===== config.mk =====
export PLATFORM = sky130hd
export DESIGN_NAME = mac_tx_frame
export DESIGN_NICKNAME = d
export VERILOG_FILES = /design/src/rtl/mac_pkg.sv /design/src/rtl/crc32_d8.sv /design/src/rtl/mac_tx_frame.sv
export SDC_FILE = /design/constraint.sdc
export NUM_CORES = 1
export LEC_CHECK = 0
export ABC_AREA = 1
export ABC_CLOCK_PERIOD_IN_PS = 9200
export BUFFER_PORTS_ARGS = -buffer_cell sky130_fd_sc_hd__buf_2
export CORE_MARGIN = 4
export CORE_UTILIZATION = 55
export CTS_BUF_LIST = sky130_fd_sc_hd__clkbuf_2
export DETAILED_ROUTE_END_ITERATION = 16
export PLACE_DENSITY = 0.8
export RECOVER_POWER = 100
export SYNTH_ARGS = -nofsm -noshare
export SYNTH_HDL_FRONTEND = slang
export SYNTH_SLANG_ARGS = --single-unit
export TNS_END_PERCENT = 30

===== constraint.sdc =====
create_clock -name clk -period 9.2 [get_ports clk]
set_clock_uncertainty 0.2 [all_clocks]
set_input_delay 1.84 -clock clk [delete_from_list [all_inputs] [get_ports clk]]
set_output_delay 1.84 -clock clk [all_outputs]
set_load 0.01 [all_outputs]

===== src/rtl/mac_pkg.sv =====
// Shared MAC constants and framer state encoding.
// Used by the TX framer and the RX parser.
package mac_pkg;

    localparam logic [7:0]  PREAMBLE_BYTE = 8'h55;
    localparam logic [7:0]  SFD_BYTE      = 8'hD5;
    localparam logic [31:0] CRC_POLY      = 32'hEDB88320;
    localparam logic [31:0] CRC_INIT      = 32'hFFFFFFFF;
    localparam logic [31:0] CRC_RESIDUE   = 32'hDEBB20E3;
    localparam int          HDR_BYTES     = 14;

    typedef enum logic [2:0] {
        IDLE,
        PRE,
        SFD,
        HDR,
        PAY,
        PAD,
        FCS,
        IFG
    } state_t;

endpackage


===== src/rtl/crc32_d8.sv =====
// Byte-wide reflected CRC-32 step, LSB of data first.
// No init or final inversion; the caller owns both.
module crc32_d8
    import mac_pkg::*;
(
    input  logic [31:0] crc,
    input  logic [7:0]  data,
    output logic [31:0] crc_upd
);

    always_comb begin
        crc_upd = crc;
        for (int i = 0; i < 8; i++) begin
            if (crc_upd[0] ^ data[i])
                crc_upd = (crc_upd >> 1) ^ CRC_POLY;
            else
                crc_upd = crc_upd >> 1;
        end
    end

endmodule


===== src/rtl/mac_tx_frame.sv =====
// Ethernet II transmit framer: preamble, header, payload,
// pad, FCS and inter-frame gap as a registered byte stream.
module mac_tx_frame
    import mac_pkg::*;
#(
    parameter logic [47:0] LOCAL_MAC   = 48'h00_0A_35_01_02_03,
    parameter int          IFG_BYTES   = 12,
    parameter int          MIN_PAYLOAD = 46,
    parameter int          MAX_PAYLOAD = 1500
) (
    input  logic        clk,
    input  logic        rst,
    input  logic        tx_start,
    input  logic [10:0] tx_len,
    input  logic [47:0] dst_mac,
    input  logic [15:0] eth_type,
    input  logic [7:0]  tx_data,
    output logic        tx_data_rd,
    output logic        tx_busy,
    output logic        tx_done,
    output logic        mac_txdv,
    output logic [7:0]  mac_txd
);

    state_t       state;
    logic [10:0]  cnt;
    logic [10:0]  eff_len;
    logic [111:0] hdr_q;
    logic [31:0]  crc;
    logic [31:0]  crc_upd;
    logic [31:0]  fcs_inv;
    logic [7:0]   cur_byte;
    logic [6:0]   hdr_idx;
    logic [4:0]   fcs_idx;
    logic [5:0]   pad_cnt;
    logic         crc_en;
    logic         ifg_last;
    logic         start_ok;

    assign tx_data_rd = (state == PAY);
    assign crc_en     = state inside {HDR, PAY, PAD};
    assign pad_cnt    = 6'(MIN_PAYLOAD) - eff_len[5:0];
    assign hdr_idx    = 7'd111 - {cnt[3:0], 3'b000};
    assign fcs_idx    = {cnt[1:0], 3'b000};
    assign fcs_inv    = ~crc;
    assign ifg_last   = (state == IFG) &&
                        (cnt == 11'(IFG_BYTES - 1));
    // A request is also taken on the last IFG cycle so
    // back-to-back frames keep exactly IFG_BYTES of gap.
    assign start_ok   = tx_start &&
                        ((state == IDLE) || ifg_last);

    always_comb begin
        cur_byte = 8'h00;
        unique case (state)
            PRE:     cur_byte = PREAMBLE_BYTE;
            SFD:     cur_byte = SFD_BYTE;
            HDR:     cur_byte = hdr_q[hdr_idx -: 8];
            PAY:     cur_byte = tx_data;
            FCS:     cur_byte = fcs_inv[fcs_idx +: 8];
            default: cur_byte = 8'h00;
        endcase
    end

    crc32_d8 u_crc (
        .crc     (crc),
        .data    (cur_byte),
        .crc_upd (crc_upd)
    );

    always_ff @(posedge clk or posedge rst) begin
        if (rst) begin
            state    <= IDLE;
            cnt      <= '0;
            eff_len  <= '0;
            hdr_q    <= '0;
            crc      <= CRC_INIT;
            tx_busy  <= 1'b0;
            tx_done  <= 1'b0;
            mac_txdv <= 1'b0;
            mac_txd  <= 8'h00;
        end else begin
            mac_txdv <= state inside {PRE, SFD, HDR,
                                      PAY, PAD, FCS};
            mac_txd  <= cur_byte;
            cnt      <= cnt + 11'd1;
            tx_done  <= 1'b0;
            if (crc_en)
                crc <= crc_upd;

            unique case (state)
                IDLE: cnt <= '0;
                PRE: begin
                    if (cnt == 11'd6) begin
                        state <= SFD;
                        cnt   <= '0;
                    end
                end
                SFD: begin
                    state <= HDR;
                    cnt   <= '0;
                end
                HDR: begin
                    if (cnt == 11'(HDR_BYTES - 1)) begin
                        cnt   <= '0;
                        state <= (eff_len == '0) ? PAD : PAY;
                    end
                end
                PAY: begin
                    if (cnt == eff_len - 11'd1) begin
                        cnt   <= '0;
                        state <= (eff_len < 11'(MIN_PAYLOAD))
                                 ? PAD : FCS;
                    end
                end
                PAD: begin
                    if (cnt[5:0] == pad_cnt - 6'd1) begin
                        cnt   <= '0;
                        state <= FCS;
                    end
                end
                FCS: begin
                    if (cnt == 11'd3) begin
                        cnt     <= '0;
                        state   <= IFG;
                        tx_done <= (IFG_BYTES == 1);
                    end
                end
                IFG: begin
                    if (ifg_last) begin
                        cnt     <= '0;
                        state   <= IDLE;
                        tx_busy <= 1'b0;
                    end else begin
                        tx_done <= (cnt + 11'd2 ==
                                    11'(IFG_BYTES));
                    end
                end
                default: state <= IDLE;
            endcase

            if (start_ok) begin
                state   <= PRE;
                cnt     <= '0;
                tx_busy <= 1'b1;
                crc     <= CRC_INIT;
                hdr_q   <= {dst_mac, LOCAL_MAC, eth_type};
                eff_len <= (tx_len > 11'(MAX_PAYLOAD))
                           ? 11'(MAX_PAYLOAD) : tx_len;
            end
        end
    end

endmodule


; ---- Word level (Yosys, flattened, before mapping)
; Cells that the tools add are included.
[classes]
bitwise_logic = 17
n_eq_ne = 20
n_reduce_logical = 14
n_shift = 2
order_cmp = 2
mux = 35
addsub = 6
[ops]
columns = operator, count
row1 = $mux 32, 10
row2 = $shiftx 119x8->8, 1
row3 = $not 13->14, 8
row4 = $mux 11, 8
row5 = $pmux 11 s7, 1
row6 = $pmux 8 s5, 1
row7 = $eq 11x4->1 const B, 3
row8 = $not 32->32, 1
row9 = $shiftx 32x6->8, 1
row10 = $mux 3, 7
row11 = $pmux 3 s7, 1
row12 = $eq 3x3->1 const B, 4
row13 = $ne 3x2->1 const B, 4
row14 = $add 11x1->11 const B, 1
row15 = $add 11x2->11 const B, 1
row16 = $eq 11x11->1, 1
row17 = $eq 11x2->1 const B, 1
row18 = $eq 11x3->1 const B, 1
row19 = $gt 11x11->1 const B, 1
row20 = $logic_not 11->1, 1
row21 = $lt 11x6->1 const B, 1
row22 = $sub 11x1->11 const B, 1
row23 = $reduce_bool 8->1, 1
row24 = $xor 1x1->1, 8
row25 = other kinds (19), 28
[totals]
reg_bits = 142
out_inout_bits = 12
wordCells = 105
in_bits = 86

; ---- Longest topological paths before layout
; Gate-level depths: netlist (run 1).
[logic_depth]
ltp_word = 21
mapped_depth = 23
mapped_depth_nobuf = 21

; ---- By module
; Synthesis (run 1) repeated with hierarchy kept, for this count alone.
[hier_totals]
hier_cells = 1123
area_unflattened_um2 = 8340.5
[modules_own_cells]
columns = mod, seq_area_each_um2, cells_per_inst, area_per_inst_um2, instances
row1 = mac_tx_frame, 3368.2, 928, 7106.8, 1
row2 = crc32_d8, 0.0, 195, 1233.7, 1

; ---- Worst setup path before layout (run 1)
; No wires, ideal clock.
[synth_timing]
path_type = input -> register
from = input port tx_data[0]
to = register crc[13]
t_arrival_ps = 3008
setup_ps = 61
path_slack_ps = 5931
path_stages = 12
required_ps = 8939
path_cell_list = a21oi_1 > nand2_1 > inv_1 > nand3_1 > nand2_2 > buf_6 > xor2_2 > xor2_1 > inv_1 > nand2_1 > nand3_1 > nand2_1
[synth_between]
elab_chain_len = 14
[synth_lines]
columns = element, line
row1 = from (decl), mac_tx_frame.sv:17  ; input logic [7:0] tx_data,
row2 = $pmux 8 s5 *, mac_tx_frame.sv:55  ; unique case (state)
row3 = $xor 1x1->1 *, crc32_d8.sv:14  ; if (crc_upd[0] ^ data[i])
row4 = $mux 32 *, crc32_d8.sv:14
row5 = $not 13->14 (no source line), n/a
row6 = $mux 32 * (4 in series), crc32_d8.sv:14
row7 = $not 13->14 (no source line), n/a
row8 = $mux 32 * (3 in series), crc32_d8.sv:14
row9 = $mux 32 *, mac_tx_frame.sv:88  ; if (crc_en)
row10 = $mux 32 *, mac_tx_frame.sv:142  ; if (start_ok) begin
row11 = to (signal assigned), mac_tx_frame.sv:89  ; crc <= crc_upd;
row12 = to (decl), mac_tx_frame.sv:29  ; logic [31:0] crc;
; Every way passes the cells marked *; elsewhere a longest branch is shown, timed or not. The select of a mux whose other input is x is not followed.
; A chain may end at the register's enable or synchronous reset.

; ---- Worst setup path after layout (run 1)
[layout_timing]
from = register cnt[0]
to = register crc[5]
[layout_between]
elab_chain_len = 14
elab_cells_between_ends = 24
classes_between = 1 x add/sub / 1 x eq/ne / 2 x shift / 10 x mux / 6 x bitwise / 4 x reduce/logical
[layout_lines]
columns = element, line
row1 = from (decl), mac_tx_frame.sv:26  ; logic [10:0] cnt;
row2 = from (signal assigned), mac_tx_frame.sv:86  ; cnt <= cnt + 11'd1;
row3 = $sub 7x7->7, mac_tx_frame.sv:43  ; assign hdr_idx = 7'd111 - {cnt[3:0], 3'b000};
row4 = $shiftx 119x8->8, mac_tx_frame.sv:58  ; HDR: cur_byte = hdr_q[hdr_idx -: 8];
row5 = $pmux 8 s5 *, mac_tx_frame.sv:55
row6 = named net cur_byte[1], mac_tx_frame.sv:32  ; logic [7:0] cur_byte;
row7 = $xor 1x1->1 *, crc32_d8.sv:14
row8 = $mux 32 * (6 in series), crc32_d8.sv:14
row9 = $xor 1x1->1 *, crc32_d8.sv:14
row10 = $mux 32 *, crc32_d8.sv:14
row11 = $mux 32 *, mac_tx_frame.sv:88
row12 = $mux 32 *, mac_tx_frame.sv:142
; Mark *: on every way through the listed nets, which the timed path passes. The rest lies on a longest branch. The select of a mux whose other input is x is not followed.

==> flow_metrics.py, run 1 <==
metrics = {
    "cts": {
        "cts_hold_buf": 0,
        "root_buffer": "clkbuf_2",
        "htreeDepth": 4,
        "clk_latency_ps": 760,
        "path_clk_slew_ps": 190,
        "cts.sinks": 133,
        "cts_tree": "done",
        "post_cts_buffers": 0,
        "cts_made_buffers": 17,
        "clock_path_buffers": 2,
        "cts_resized": 0,
    },
    "outcome": {
        "status": "finished, violations left",
        "violations": "capacitance limit, slew limit",
    },
    "pwr": {
        "ir_worst_vdd_mv": 0.105,
        "cellPowerDensity_nw_per_um2": 225,
        "total_power_mw": 2.09,
        "leakagePower_nw": 4.98,
    },
    "sta": {
        "worst_pin_slew_ps": 3280,
        "drv_slew": 145,
        "finalSetupViolCount": 0,
        "post-route-min-period_ps": 6350,
        "layout_setup_ws_ps": 2850,
        "slew_headroom_pct": -119,
        "final-hold-violation-count": 0,
        "tns_ps": 0,
        "rsz0062_at_grt": "false",
        "max_clock_freq_mhz": 157,
        "period_share_pct": 69.0,
    },
    "global_routing": {
        "grt_max_degree": 129,
        "grt_pass1_vias": 7721,
        "grt_usage_pct": 27.2,
        "grt_pass1_wl_mm": 38.8,
        "antenna_found_initial": 0,
        "overflow": 0,
    },
    "routing": {
        "routed_wl_mm": 23.7,
        "first_pass_iters": 6,
        "drc_errors": 0,
        "wl_per_cell_um": 15.9,
        "ant_nets": 0,
        "routed_via_density": 5.58,
        "vias": 8317,
        "drt_iter0_markers": 724,
    },
    "placement": {
        "gp_congestion": 0.945,
        "place_hpwl_mm": 16.4,
        "dp_slack_ps": 5260,
        "port_buffers": 97,
    },
    "worst_setup_path": {
        "r2r_start": "cnt[0]",
        "r2r_slack_ps": 2850,
        "endpoint_kind": "flop",
        "worstPathRequired_ps": 9660,
        "reg2reg_depth": 16,
        "cp_max_fo": 71,
        "crit_type": "flop to flop",
        "arrival_ps": 6810,
        "worst_r2r_endpoint": "crc[5]",
        "cp-start-kind": "flop",
    },
    "cells_and_area": {
        "fin_nets": 1387,
        "multiInputGateArea_um2": 4270,
        "seq_area_um2": 3370,
        "syn_to_final_growth_pct": 8.49,
        "fill_cells": 1431,
        "antenna_cells": 0,
        "final_layout_size_suffix_gt1_share_pct": 14.3,
    },
    "yosys": {
        "syn-num-nets": 1313,
        "syn_inst": 1218,
        "ys_seq_elements": 133,
        "synth_edf_count": 0,
        "synth_ff_type": "dfrtp_1",
        "syn_area_um2": 8540,
        "ys_warn_count": 0,
        "synth_cell_types": 46,
        "async_flop_share_pct": 100,
        "yosysSeqAreaShare_pct": 39.5,
        "syn_area_per_cell_um2": 7.01,
    },
    "run": {
        "drv_cap": 2,
    },
    "floorplan": {
        "die_w_um": 133,
        "die_area_um2": 17600,
        "io_pins": 98,
        "start_util_pct": 56.1,
        "std_cell_rows": 45,
        "core_area_um2": 15200,
        "die_h_um": 133,
    },
    "min_path": {
        "hp-class": "flop to flop",
        "hold_end": "hdr_q[103]",
        "min_from": "hdr_q[103]",
        "whs_path_depth": 2,
    },
}
-- through the flow --
stage	hold WS [ps]	cells	instance area, um2	util (%)
3_5_place_dp	263	1461	9020	59.3
3_3_place_gp	259	1461	9020	59.3
2_1_floorplan	244	1218	8540	-
4_1_cts	307	1491	9310	61.3
5_1_grt	330	1491	9260	60.9
6_report	311	1491	9260	60.9
-- metal layers --
metal  track usage, %  wire [um]  up-vias
met5                0          0        -
met4             10.7        841        0
met3             6.24       2300       80
met2             39.3       9990      437
met1             39.7      10600     3834
li1                 -          -     3966
-- final cells by class --
type | instances | area share, %
Timing Repair Buffer | 103 | 5.46
Clock buffer | 18 | 0.973
Tap cell | 188 | 2.54
Multi-Input combinational cell | 883 | 46.2
Inverter | 154 | 6.30
Clock inverter | 12 | 2.19
Sequential cell | 133 | 36.4
-- power by group --
part	total, mW	switching (mW)	internal, mW	leakage [nW]
clock network	0.435	0.229	0.206	0.172
registers	0.795	0.0667	0.728	1.47
logic	0.856	0.551	0.305	3.33
-- worst max path at each step --
| stage | start | endpoint | slack (ps) |
|---|---|---|---|
| 2_1_floorplan | rst | cnt[0] | 3660 |
| 3_3_place_gp | tx_start | eff_len[6] | 5290 |
| 3_5_place_dp | tx_data[0] | crc[23] | 5260 |
| 4_1_cts | state[1] | tx_data_rd | 4860 |
| 5_1_grt | cnt[0] | crc[24] | 2390 |
| 6_report | cnt[0] | crc[5] | 2850 |
-- Yosys cell counts (2+ instances only) --
cell,instances,area (um2)
nand2_1,428,1610
inv_1,144,541
nand3_1,110,551
dfrtp_1,101,2530
o21ai_0,79,395
nor2_1,72,270
xor2_1,45,394
a21oi_1,37,185
dfstp_2,32,841
clkbuf_1,20,75.1
nand2_2,19,119
xnor2_1,13,114
buf_2,12,60.1
buf_6,10,113
ha_1,9,113
inv_2,9,33.8
nor3_1,9,45.0
nand4_1,8,50.1
o211ai_1,7,52.6
a22oi_1,6,45.0
buf_4,4,30.0
o22ai_1,4,25.0
xor2_2,4,65.1
a31oi_1,3,18.8
nand3b_1,3,22.5
nor2_4,3,33.8
nor4_1,3,18.8
a211oi_1,2,15.0
buf_1,2,7.51
nor2_2,2,12.5
o31ai_1,2,15.0
or2_1,2,12.5
-- cell usage in the layout (no fill, tap or decap), drive strengths merged, types with 2 or more instances in the layout --
cell      count
a211oi        2
a21oi        37
a22oi         6
a31oi         3
buf          89
bufinv        5
clkbuf       32
clkinv        5
clkinvlp      2
dfrtp       101
dfstp        32
ha            9
inv         154
nand2       448
nand3       111
nand3b        3
nand4         8
nor2         77
nor3          9
nor4          4
o211ai        7
o21ai        79
o22ai         4
o31ai         2
or2           3
xnor2        14
xor2         49
-- flip-flops by register name, indices dropped and copies added, names as in the netlist --
signal    cells
tx_busy       1
hdr_q        65
mac_txd       8
cnt          11
tx_done       1
state         3
crc          32
mac_txdv      1
eff_len      11
-- critical path: stages (launching register included) --
cell,delay (ps)
dfrtp_2,380
clkbuf_1,2290
inv_4,790
nand2_1,390
a21oi_1,120
nor2_1,100
nor2_1,60
nand2_1,120
nand2_1,100
nand2_1,110
nand2_1,360
nand2_1,190
nand3_2,100
nand2_1,270
inv_1,210
or2_0,250
a21oi_1,150
-- cell families after synthesis --
group / after synthesis / share of synthesized area [%]
compound gates: 146 / 9.43
xor+xnor: 63 / 6.90
fa+ha+maj: 9 / 1.32
buf+inv: 202 / 10.1
flops: 133 / 39.5
simple gates: 665 / 32.7
Note: power is estimated with default switching activity, not from simulation.
==> inputs of run 2 (changes only) <==
Settings changed: ABC_CLOCK_PERIOD_IN_PS 9200 to 5300, PLACE_DENSITY 0.8 to 0.83.
Clock period 9.2 ns to 5.3 ns, I/O delays scaled along.
==> run 2 against run 1 <==
  * The flow still finishes with violations (capacitance limit, slew limit)
  * Worst setup slack got worse by 2000 ps
  * Fmax rose by 42%
  * Critical path depth rose by 4
  * First-iteration DRC count rose by 30%
  * Sequential cell count did not move
  * Largest power group unchanged
==> flow_metrics.py, run 2 (same netlist as run 1, synthesis figures left out) <==
metrics = {
    "routing": {
        "vias": 8237,
        "routed_via_density": 5.51,
        "wl_per_cell_um": 16.1,
        "drc_errors": 0,
        "routed_wl_mm": 24.1,
        "ant_nets": 0,
        "drt_iter0_markers": 939,
        "first_pass_iters": 6,
    },
    "global_routing": {
        "grt_pass1_vias": 7557,
        "grt_usage_pct": 27.5,
        "grt_max_degree": 86,
        "overflow": 0,
        "antenna_found_initial": 1,
        "grt_pass1_wl_mm": 38.8,
    },
    "cts": {
        "cts_hold_buf": 0,
        "clock_path_buffers": 2,
        "clk_latency_ps": 740,
        "path_clk_slew_ps": 210,
        "cts.sinks": 133,
        "root_buffer": "clkbuf_2",
        "cts_tree": "done",
        "cts_made_buffers": 17,
        "cts_resized": 0,
        "post_cts_buffers": 0,
        "htreeDepth": 4,
    },
    "run": {
        "drv_cap": 5,
    },
    "floorplan": {
        "start_util_pct": 56.1,
        "die_h_um": 133,
        "die_w_um": 133,
        "std_cell_rows": 45,
        "core_area_um2": 15200,
        "die_area_um2": 17600,
        "io_pins": 98,
    },
    "cells_and_area": {
        "instances_no_fill": 1496,
        "top_regs": "hdr_q (65), crc (32)",
        "layout_common_cells": "nand2_1 (437), inv_1 (145), nand3_1 (111)",
        "fin_nets": 1389,
        "top_register": "hdr_q",
        "utilization_pct": 60.8,
        "multiInputGateArea_um2": 4270,
        "largest_reg_flops": 65,
        "final_common_cell": "nand2_1",
        "syn_to_final_growth_pct": 8.27,
        "final_layout_size_suffix_gt1_share_pct": 14.2,
        "fill_cells": 1388,
        "seq_area_um2": 3370,
    },
    "worst_setup_path": {
        "crit_family": "simple AND/OR/NAND/NOR gates",
        "crit_type": "flop to flop",
        "critical_path_depth": 20,
        "slowest_delay_ps": 760,
        "reg2reg_depth": 20,
        "path_cells": "buf_4 -> inv_1 -> nand2_1 -> a21oi_1 -> nor2_1 -> nor2_1 -> nand2_1 -> nand2_1 -> nand2_1 -> nand2_1 -> nand2_1 -> nand3_1 -> nand2_1 -> inv_1 -> nand2_1 -> nand2_1 -> nand2_1 -> nand3_1 -> nand2_1 -> inv_1",
        "crit_path_frequent_cell": "nand2_1",
        "cp-start-kind": "flop",
        "worstPathRequired_ps": 5790,
        "cp_max_fo": 24,
        "endpoint_kind": "flop",
        "crit_slowest_cell": "inv_1",
        "arrival_ps": 4960,
        "worst-path-buf-inv": 4,
    },
    "pwr": {
        "leakagePower_nw": 4.97,
        "cellPowerDensity_nw_per_um2": 386,
        "ir_worst_vdd_mv": 0.193,
    },
    "sta": {
        "rsz0062_at_grt": "false",
        "final-hold-violation-count": 0,
        "period_share_pct": 84.2,
        "tns_ps": 0,
        "worst_pin_slew_ps": 2320,
        "slew_headroom_pct": -54.5,
        "finalSetupViolCount": 0,
        "post-route-min-period_ps": 4460,
        "drv_slew": 232,
        "max_clock_freq_mhz": 224,
    },
    "outcome": {
        "status": "finished, violations left",
        "violations": "capacitance limit, slew limit",
    },
    "placement": {
        "gp_congestion": 0.962,
        "port_buffers": 97,
        "dp_cells": 1463,
        "place_hpwl_mm": 17.4,
    },
    "min_path": {
        "hp-class": "input port to flop",
        "whs_path_depth": 3,
    },
}
run 2: cell count changes in the layout (fill, tap and decap cells not counted), moves of 2 or more:
cell	delta
buf_4	+2
inv_1	+2
bufinv_16	-2
nand2_1	+2
inv_2	-2
clkinvlp_4	+3
run 2: metrics by stage:
| stage | setup slack [ps] | power (mW) | hold WS [ps] | cell area (um2) |
|---|---|---|---|---|
| floorplan | 539 | 2.54 | 244 | 8540 |
| global placement | 1420 | 2.87 | 259 | 9040 |
| detailed placement | 1380 | 2.90 | 262 | 9040 |
| CTS | 1320 | 3.57 | 153 | 9300 |
| global route | 535 | 3.83 | 232 | 9240 |
| finish | 838 | 3.56 | 289 | 9240 |
run 2: report_power, final:
part	total (mW)	internal (mW)	leakage [nW]	switching, mW
Clock	0.675	0.266	0.149	0.409
Combinational	1.50	0.528	3.34	0.970
Sequential	1.39	1.26	1.47	0.128
run 2: worst paths after layout:
kind / from / end / slack (ps)
worst max-delay path: cnt[1] / crc[24] / 840
worst min-delay path: eth_type[10] / hdr_q[10] / 290
worst max register to register: cnt[1] / crc[24] / 840
worst min register to register: hdr_q[14] / hdr_q[14] / 300
max in group asynchronous: rst / mac_txd[1] / 1330
min in group asynchronous: rst / hdr_q[8] / 670
run 2: layout make-up:
| type | count | share of cell area [%] |
|---|---|---|
| multi-input combinational | 883 | 46.2 |
| sequential | 133 | 36.5 |
| inverter | 154 | 6.31 |
| timing repair buffer | 105 | 5.63 |
| tap | 188 | 2.55 |
| clock inverter | 15 | 1.94 |
| clock buffer | 17 | 0.921 |
| antenna | 1 | 0.0271 |
run 2: layer usage:
layer  up-vias  part of all wire, %  track usage (%)
met2       427                   42             40.0
met1      3787                   45             40.9
met5         -                    0                0
li1       3976                    -                -
met3        47                  9.7             5.67
met4         0                  2.7             9.41
run 2: worst reg2reg max path: cells and delay by family (launching register included):
family / cells / cell delay, ps
buffers and inverters: 4 / 1300
DFF: 1 / 410
and+or+nand+nor: 15 / 2170
AOI/OAI and AO/OA: 1 / 340
==> inputs of run 3 (changes only) <==
Settings changed: ABC_AREA 1 to 0, ABC_CLOCK_PERIOD_IN_PS 5300 to 4400, PLACE_DENSITY 0.83 to 0.8.
Clock period 5.3 ns to 4.4 ns, I/O delays scaled along.
==> run 3 against run 2 <==
  * The flow now finishes without violations
  * Synthesized area down 10%
  * First-iteration DRC count down 51%
  * Combinational power rose by 28%
  * Critical path type unchanged
  * Worst hold slack worse by 190 ps
  * Clock power increased by 24%
  * Core utilization rose by 2.5 points
  * Synthesized cell count is 33% lower
  * Design area decreased by 7.8%
==> flow_metrics.py, run 3 <==
metrics = {
    "cells_and_area": {
        "final_common_cell": "nand2_1",
        "seq_area_um2": 3370,
        "top_regs": "hdr_q (65), crc (32)",
        "fill_cells": 1140,
        "fin_nets": 988,
        "top_register": "hdr_q",
        "largest_reg_flops": 65,
        "instances_no_fill": 1081,
        "multiInputGateArea_um2": 4000,
        "syn_to_final_growth_pct": 11.3,
        "layout_common_cells": "nand2_1 (235), dfrtp_1 (100), buf_2 (85)",
        "antenna_cells": 0,
        "final_layout_size_suffix_gt1_share_pct": 21.4,
    },
    "sta": {
        "post-route-min-period_ps": 3910,
        "layout_setup_ws_ps": 485,
        "slew_headroom_pct": 4.35,
        "finalSetupViolCount": 0,
        "max_clock_freq_mhz": 255,
        "period_share_pct": 89.0,
        "drv_slew": 0,
        "tns_ps": 0,
        "final-hold-violation-count": 0,
        "rsz0062_at_grt": "false",
        "worst_pin_slew_ps": 1430,
    },
    "worst_setup_path": {
        "arrival_ps": 4370,
        "worstPathRequired_ps": 4850,
        "crit_family": "XOR/XNOR gates",
        "r2r_start": "cnt[0]",
        "worst_r2r_endpoint": "crc[25]",
        "crit_slowest_cell": "dfrtp_2",
        "cp-start-kind": "flop",
        "reg2reg_depth": 8,
        "startpoint": "cnt[0]",
        "r2r_slack_ps": 490,
        "worst-path-buf-inv": 0,
        "worstSetupEndpoint": "crc[25]",
        "cp_max_fo": 18,
        "endpoint_kind": "flop",
        "crit_path_frequent_cell": "xor2_1",
        "path_cells": "mux4_1 -> a221o_1 -> a31o_2 -> xor2_1 -> xnor3_1 -> xor3_1 -> xor2_1 -> a21oi_1",
        "crit_type": "flop to flop",
        "critical_path_depth": 8,
        "slowest_delay_ps": 680,
    },
    "routing": {
        "routed_via_density": 5.57,
        "ant_nets": 0,
        "drc_errors": 0,
        "drt_iter0_markers": 458,
        "vias": 6025,
        "routed_wl_mm": 18.1,
        "wl_per_cell_um": 16.7,
        "first_pass_iters": 5,
    },
    "outcome": {
        "status": "finished, final reports clean",
    },
    "min_path": {
        "hp-class": "input port to flop",
        "min_from": "eth_type[14]",
    },
    "yosys": {
        "ys_seq_elements": 133,
        "ys_warn_count": 0,
        "syn_area_per_cell_um2": 9.40,
        "synth_edf_count": 0,
        "synth_ff_type": "dfrtp_1",
        "synth_top_cell_area_share_pct": 33.0,
        "syn_area_um2": 7650,
        "yosysTopAreaCell": "dfrtp_1",
        "yosysSeqAreaShare_pct": 44.0,
        "syn_inst": 814,
        "syn-num-nets": 909,
        "synth_most_common_cell": "nand2_1",
        "synth_cell_types": 64,
        "ys_top_cells_by_area": "dfrtp_1 (33%), nand2_1 (12%), dfstp_2 (11%)",
        "synthTopCellsByCount": "nand2_1 (235), dfrtp_1 (101), xnor2_1 (54), a21oi_1 (41), clkbuf_1 (40)",
        "async_flop_share_pct": 100,
    },
    "global_routing": {
        "grt_pass1_wl_mm": 29.7,
        "overflow": 0,
        "grt_max_degree": 134,
        "grt_pass1_vias": 5886,
        "antenna_found_initial": 0,
        "grt_usage_pct": 23.3,
    },
    "run": {
        "drv_cap": 0,
    },
    "floorplan": {
        "io_pins": 98,
        "std_cell_rows": 42,
        "core_area_um2": 13500,
        "start_util_pct": 56.9,
        "die_h_um": 126,
        "die_area_um2": 15900,
        "die_w_um": 126,
    },
    "cts": {
        "post_cts_buffers": 0,
        "root_buffer": "clkbuf_2",
        "cts_hold_buf": 0,
        "cts.sinks": 133,
        "cts_resized": 0,
        "clk_latency_ps": 750,
        "cts_tree": "done",
        "htreeDepth": 4,
        "path_clk_slew_ps": 200,
        "cts_made_buffers": 17,
        "clock_path_buffers": 2,
    },
    "pwr": {
        "cellPowerDensity_nw_per_um2": 531,
        "ir_worst_vdd_mv": 0.285,
        "leakagePower_nw": 4.09,
    },
    "placement": {
        "dp_cells": 1050,
        "dp_slack_ps": 643,
        "place_hpwl_mm": 12.9,
        "gp_congestion": 0.873,
        "port_buffers": 97,
    },
}
[run 3: worst register-to-register path: cells and delay by family, from the launching register on]
family	cells	cell delay, ps
xor+xnor	4	1470
compound gates	3	830
flops	1	680
mux	1	650
[run 3: cell families (layout without fill, tap and decap cells)]
family | after synthesis | in the layout | share of synthesized area [%]
xor gates and xnor gates | 101 | 101 | 14.4
and+or+nand+nor | 358 | 358 | 19.9
buffers and inverters | 65 | 156 | 3.79
adders and majority gates | 9 | 9 | 1.47
DFF | 133 | 133 | 44.0
muxes | 35 | 35 | 6.90
AOI/OAI and AO/OA | 113 | 113 | 9.50
[run 3: report_power, final]
group,internal [mW],switching [mW]
Combinational,1.07,0.854
Sequential,1.57,0.199
Clock,0.372,0.464
Total,3.01,1.52
[run 3: layout make-up]
class                   count  area share, %
well taps                 176           2.59
clock buffers              18           1.06
clock inverters            13           2.16
inverters                  12          0.544
flip-flops and latches    133           39.6
repair buffers            113           7.11
multi-input cells         616           47.0
[run 3: worst min-delay path by stage]
stage | to | cells past startpoint
after floorplan | hdr_q[100] | 2
after global placement | hdr_q[68] | 2
after detailed placement | hdr_q[81] | 2
after CTS | hdr_q[14] | 3
after global routing | hdr_q[8] | 3
final | hdr_q[14] | 3
[run 3: layer usage]
metal / up-vias / part of all wire (%) / GRT usage (%)
li1: 2924 / - / -
met1: 2853 / 44 / 33.2
met2: 210 / 45 / 34.4
met3: 38 / 7.5 / 5.72
met4: 0 / 2.8 / 9.27
met5: - / 0 / 0
[run 3: stage by stage]
| stage | area [um2] | util (%) | hold WS (ps) | power [mW] |
|---|---|---|---|---|
| 2_1_floorplan | 7650 | - | 237 | 3.32 |
| 3_3_place_gp | 8280 | 61.6 | 254 | 3.63 |
| 3_5_place_dp | 8280 | 61.6 | 260 | 3.70 |
| 4_1_cts | 8550 | 63.6 | 15.2 | 4.54 |
| 5_1_grt | 8520 | 63.3 | 61.2 | 4.79 |
| 6_report | 8520 | 63.3 | 102 | 4.53 |
